## config.mk

```make
export PLATFORM = sky130hd
export DESIGN_NAME = avmm_lvds_bridge_rx_gearbox_fifo
export DESIGN_NICKNAME = d
export VERILOG_FILES = /design/src/rtl/avmm_lvds_bridge_rx_gearbox_fifo.sv
export SDC_FILE = /design/constraint.sdc
export NUM_CORES = 1
export LEC_CHECK = 0
export ABC_AREA = 0
export BUFFER_PORTS_ARGS = -buffer_cell sky130_fd_sc_hd__clkbuf_2
export CAP_MARGIN = 40
export CORE_ASPECT_RATIO = 1.1
export CORE_MARGIN = 2
export CORE_UTILIZATION = 69
export CTS_BUF_LIST = sky130_fd_sc_hd__clkbuf_8
export CTS_CLUSTER_SIZE = 24
export DETAILED_ROUTE_END_ITERATION = 10
export PLACE_DENSITY_LB_ADDON = 0.15
export SLEW_MARGIN = 20
export SYNTH_ARGS = -nofsm -noshare
export SYNTH_HDL_FRONTEND = slang
export SYNTH_SLANG_ARGS = --single-unit
```

## constraint.sdc

```tcl
create_clock -name clk_i -period 7.9 [get_ports clk_i]
set_input_delay 0.395 -clock clk_i [delete_from_list [all_inputs] [get_ports clk_i]]
set_output_delay 0.395 -clock clk_i [all_outputs]
set_load 0.01 [all_outputs]
```

## src/rtl/avmm_lvds_bridge_rx_gearbox_fifo.sv

```systemverilog
// Receive gearbox FIFO: packs FACTOR narrow LVDS words into one DATA_W word and
// buffers SIZE wide words, with flush, full flag and sticky overflow/underflow.
module avmm_lvds_bridge_rx_gearbox_fifo #(
    parameter int DATA_W    = 32,
    parameter int FACTOR    = 4,
    parameter int SIZE      = 16,
    parameter int SHOWAHEAD = 0
) (
    input  logic                       clk_i,
    input  logic                       rst_i,
    input  logic [DATA_W/FACTOR-1:0]   data_i,
    input  logic                       wrreq_i,
    input  logic                       flush_i,
    output logic                       wrfull_o,
    input  logic                       rdreq_i,
    output logic [DATA_W-1:0]          q_o,
    output logic                       rdempty_o,
    output logic [$clog2(SIZE):0]      rdusedw_o,
    output logic                       ovf_o,
    output logic                       udf_o
);

    localparam int NW = DATA_W / FACTOR;
    localparam int LW = (FACTOR > 1) ? $clog2(FACTOR) : 1;
    localparam int AW = $clog2(SIZE);
    localparam int CW = AW + 1;

    logic [LW-1:0]     lane_q, lane_d;
    logic [DATA_W-1:0] asm_q, asm_d, word;
    logic [AW-1:0]     wptr_q, wptr_d, rptr_q, rptr_d;
    logic [CW-1:0]     cnt_q, cnt_d;
    logic              full_q, full_d, empty_q, empty_d;
    logic              ovf_q, ovf_d, udf_q, udf_d;
    logic [DATA_W-1:0] q_q, q_d, head;
    logic              last_lane, commit, pop, accept;

    logic [DATA_W-1:0] mem [SIZE];

    always_comb begin
        // NOTE: every variable written here gets a default first so no latch is inferred.
        lane_d  = lane_q;
        asm_d   = asm_q;
        wptr_d  = wptr_q;
        rptr_d  = rptr_q;
        ovf_d   = ovf_q;
        udf_d   = udf_q;
        q_d     = q_q;
        head    = mem[rptr_q];

        // Assembly is kept zeroed above the fill point, so a flush pads for free.
        word = asm_q;
        if (wrreq_i) begin
            word[lane_q*NW +: NW] = data_i;
        end

        last_lane = (lane_q == LW'(FACTOR - 1));
        commit    = (wrreq_i && last_lane) || (flush_i && (wrreq_i || lane_q != '0));
        pop       = rdreq_i && !empty_q;
        // A same-cycle pop frees a slot before the commit is judged.
        accept    = commit && (!full_q || pop);

        if (commit) begin
            lane_d = '0;
            asm_d  = '0;
        end else if (wrreq_i) begin
            lane_d = lane_q + 1'b1;
            asm_d  = word;
        end

        if (commit && !accept) begin
            ovf_d = 1'b1;
        end
        if (rdreq_i && empty_q) begin
            udf_d = 1'b1;
        end

        if (accept) begin
            wptr_d = wptr_q + 1'b1;
        end
        if (pop) begin
            rptr_d = rptr_q + 1'b1;
            q_d    = head;
        end

        cnt_d   = cnt_q + CW'(accept) - CW'(pop);
        full_d  = (cnt_d == CW'(SIZE));
        empty_d = (cnt_d == '0);
    end

    always_ff @(posedge clk_i) begin
        // NOTE: sequential state uses non-blocking assignments only.
        if (rst_i) begin
            lane_q  <= '0;
            asm_q   <= '0;
            wptr_q  <= '0;
            rptr_q  <= '0;
            cnt_q   <= '0;
            full_q  <= 1'b0;
            empty_q <= 1'b1;
            ovf_q   <= 1'b0;
            udf_q   <= 1'b0;
            q_q     <= '0;
        end else begin
            lane_q  <= lane_d;
            asm_q   <= asm_d;
            wptr_q  <= wptr_d;
            rptr_q  <= rptr_d;
            cnt_q   <= cnt_d;
            full_q  <= full_d;
            empty_q <= empty_d;
            ovf_q   <= ovf_d;
            udf_q   <= udf_d;
            q_q     <= q_d;
        end
    end

    // NOTE: storage is not reset; empty_q masks stale contents from every output.
    always_ff @(posedge clk_i) begin
        if (accept && !rst_i) begin
            mem[wptr_q] <= word;
        end
    end

    // In show-ahead mode q_q holds the last consumed word for display while empty.
    assign q_o       = (SHOWAHEAD != 0 && !empty_q) ? head : q_q;
    assign wrfull_o  = full_q;
    assign rdempty_o = empty_q;
    assign rdusedw_o = cnt_q;
    assign ovf_o     = ovf_q;
    assign udf_o     = udf_q;

endmodule

```

==> results list <==
- Max Clock Freq: 282 MHz
* Wire length after detailed routing: 47.9 mm
- Slowest CP cell: sky130_fd_sc_hd__dfxtp_1
- Final clock skew: 25.9 ps
- Largest net degree at the start of global routing: approximately 160
* RR Startpoint: lane_q[0]
* Number of antenna-violating nets in the routed design: 0
* Dominant cell type by area after synthesis: sky130_fd_sc_hd__edfxtp_1
* Commonest non-fill, non-tap cells in the layout: sky130_fd_sc_hd__edfxtp_1, sky130_fd_sc_hd__clkbuf_8, sky130_fd_sc_hd__dfxtp_1, sky130_fd_sc_hd__mux2i_1
* Synthesized area per cell: 19.7 um2
- CTS Buf Count: 87
* Combinational share of power: 0.101
- Slew Viols, Final: 0
* First-pass GRT wire length: 71.8 mm
* Mean number of vias per cell: around 6.5
- Counting both buffers and inverters, the worst setup path holds a total of 4.
* Worst setup path class: flip-flop to flip-flop
* Final Hold Viols: 0
* Crit-path max cell delay: 440 ps
* Type of the most critical hold path: primary input to flip-flop
- The cell area that synthesis handed to floorplanning was 23,000 um2.
* Synth async-reset ratio: 0
* Worst Path Required: 8400 ps
- The share of the Yosys chip area taken by registers is 0.741.
- Clk_lat worst skew: 620 ps
- Leaving out fill and tap cells, the most frequent cell in the layout is sky130_fd_sc_hd__edfxtp_1.
- Clock-pin transition on the worst setup and hold timing paths: 60 ps
- Switching part of the total: 0.238
- Total clock sinks: ~600
- Levels on crit path: 13
- Number of antenna violations at the first check in global routing: 0
- Highest net fanout along the worst path: 6
- In this run the standard cell core region covers about 33,000 um2.
- Setup violations remaining at the end of the flow were counted as 0.
- The critical path ends at wrfull_o.
* Width of the die: 178 um
* Worst flop-to-flop path endpoint: wrfull_o
* Ratio of cells with drive above 1 in the final layout: 0.241
- Root buffer cell: sky130_fd_sc_hd__clkbuf_8
- Instance count of the mapped netlist: 1,167
- In the finished design, the share of the clock period the worst path needs comes to 0.449.
- Detailed-route via count: 11,650
- Maximum ir drop on the vdd rail: 187 uV
- Effective utilization at floorplan: 0.697
- For this run, the leading register cell type out of synthesis is sky130_fd_sc_hd__edfxtp_1.
- The run finished with clean final reports.
* Top Family by Delay on Critical Path: adder cells
- Before antenna repair, the detailed router went through 5 iterations.
- CP cell instances: inv_1 -> ha_1 -> nand2b_1 -> a22oi_2 -> inv_1 -> ha_1 -> inv_1 -> ha_1 -> inv_1 -> fa_1 -> xnor2_1 -> or3b_2 -> a2111oi_0
- Max-cap violation count: 0
* Die Footprint: 34,800 um2
- Setup total negative slack on the finished layout was measured at 0 ps.
* First DRT Iteration DRCs: 1,075
* Unrepaired setup endpoints after global routing: false
* Slew headroom: 0.267
- Power spent charging and discharging nets: 1.52 mW
- EDFF count, synth: slightly above 500
* Site row count: 70
- Register-to-register setup slack: 4360 ps
* Synth area leaders: sky130_fd_sc_hd__edfxtp_1, sky130_fd_sc_hd__dfxtp_1, sky130_fd_sc_hd__mux4_1
- CTS tree: done
- Flip-flop and latch count after synthesis: 595
- Unique cell type count in the Yosys netlist: 44
- The worst path meets setup with around 4400 ps of slack.
- Area Growth Syn to Fin: 12.1%
- The via count of the first global-routing pass was 12,002.
- Number of port buffers: 53
* Warning count from the yosys run: 0
* Internal power component: 4.86 mW
* Worst-case clock buffer depth: 3
- Critical Path End Type: flip-flop
- Data arrives at the worst endpoint at 4040 ps.
* Power density cells: 248 nW/um2
- Startpoint Class: flip-flop
- Register share of total power: 0.556
- IO Count: 54
* All-Layer GR Usage: 0.287
- After the last flow step, the layout net total stands at 1,315.
- The critical path starts at lane_q[0].
- Total nets after synthesis: approximately 1,200
- Gpl congestion: between 0.7 and 0.8
- Global route overflow: 0
* Worst-case reg-to-reg path depth: 13
- The share of synthesized area in the top cell type comes to 0.669.
* Die span in y: 195 um
- Leak: 8.43 nW
- Number of DRC violations after detailed routing: 0
* Critical path's most frequent cell: sky130_fd_sc_hd__inv_1
* Post-placement worst setup slack: 4370 ps
- Max H-tree Level: 3
- Worst Min Path Start: wrreq_i
- Routed wire length per instance: between 20 and 30 um
- Clock power frac: 0.343
- Crit path time final: 3540 ps
* HPWL reported at the end of detailed placement: 28.6 mm
* Tightest Pin Transition: approximately 1100 ps
## state kept, by name, summed over array words and instances, names as in the netlist
name	flops
asm_q	32
lane_q	2
mem	512
ovf_o	1
q_o	32
rdempty_o	1
rdusedw_o	5
rptr_q	4
udf_o	1
wptr_q	4
wrfull_o	1
## layer usage
metal  GRT usage  vias up  wire, um
met5           0        -         0
met4       0.109        0      1460
met3      0.0461      107      3460
met2       0.471      507     24300
met1       0.394     5985     18600
li1            -     5051         -
## power by group through the flow
stage,clock network [mW],logic [mW],registers (mW)
floorplan,0,0.474,3.60
global placement,0,0.622,3.61
detailed placement,0,0.648,3.61
CTS,2.23,0.651,3.55
global route,2.36,0.701,3.55
finish,2.19,0.646,3.55
## how the worst min path moves through the flow
stage                endpoint  slack [ps]  cells past startpoint
floorplan           lane_q[1]         480                      2
global placement        udf_o         450                      2
detailed placement      ovf_o         460                      2
CTS                 lane_q[0]         150                      3
global route        lane_q[0]         210                      3
finish              lane_q[0]         180                      3
## per-stage QoR
step / util / instance area (um2) / hold WS, ps / power, mW / instances
finish: 0.781 / 25800 / 182 / 6.38 / 1792
global route: 0.781 / 25800 / 213 / 6.62 / 1791
CTS: 0.781 / 25800 / 147 / 6.43 / 1791
detailed placement: 0.733 / 24200 / 465 / 4.26 / 1629
global placement: 0.720 / 23800 / 447 / 4.23 / 1608
floorplan: - / 23000 / 482 / 4.07 / 1167
## worst reg2reg max path: cells and delay by family (launching register included)
| family | cells | cell delay, ps |
|---|---|---|
| AO/OA/AOI/OAI | 2 | 580 |
| XOR/XNOR | 1 | 170 |
| adder cells (fa/ha/maj) | 4 | 1160 |
| buffers and inverters | 4 | 390 |
| flip-flops | 1 | 440 |
| AND/OR/NAND/NOR | 2 | 700 |
## cell type report
class,instances,area [um2]
sequential,595,17000
fill,1695,7230
multi-input combinational,496,5710
clock buffer,94,1290
timing repair buffer,94,876
tap,432,541
clock inverter,67,269
inverter,13,48.8
antenna,1,2.50
## what timing repair did
| item | CTS | global route |
|---|---|---|
| buffers inserted | 0 | 0 |
| resized for setup | 0 | 0 |
| endpoints found under the hold margin | 1 | 0 |
| hold buffers | 1 | 0 |
## synth_stat cells, types with 2 or more instances
cell	n
sky130_fd_sc_hd__mux4_2	42
sky130_fd_sc_hd__a22oi_1	35
sky130_fd_sc_hd__nor3b_1	2
sky130_fd_sc_hd__dfxtp_1	83
sky130_fd_sc_hd__buf_1	6
sky130_fd_sc_hd__clkbuf_1	26
sky130_fd_sc_hd__edfxtp_1	512
sky130_fd_sc_hd__inv_1	13
sky130_fd_sc_hd__o21ai_0	4
sky130_fd_sc_hd__buf_6	5
sky130_fd_sc_hd__a21oi_1	7
sky130_fd_sc_hd__nand2b_1	5
sky130_fd_sc_hd__ha_1	14
sky130_fd_sc_hd__buf_8	3
sky130_fd_sc_hd__o211ai_1	31
sky130_fd_sc_hd__nor4b_2	2
sky130_fd_sc_hd__or3_1	3
sky130_fd_sc_hd__nand3_1	2
sky130_fd_sc_hd__nor3_1	6
sky130_fd_sc_hd__nor2b_1	37
sky130_fd_sc_hd__mux4_1	53
sky130_fd_sc_hd__buf_2	22
sky130_fd_sc_hd__xnor2_1	5
sky130_fd_sc_hd__nor2_1	24
sky130_fd_sc_hd__mux2_2	32
sky130_fd_sc_hd__nand2_1	46
sky130_fd_sc_hd__mux2i_1	67
sky130_fd_sc_hd__xor2_1	4
sky130_fd_sc_hd__a22oi_2	30
sky130_fd_sc_hd__a22o_1	32
## cells by family after synthesis
logic type,count (synthesis),synth area share
AO/OA/AOI/OAI,146,0.0549
XOR/XNOR,9,0.00343
AND/OR/NAND/NOR,132,0.0291
multiplexers,194,0.147
adder cells (fa/ha/maj),15,0.00849
flip-flops,595,0.741
buffers and inverters,76,0.0168
No activity file was read; power rests on OpenSTA's default activity.
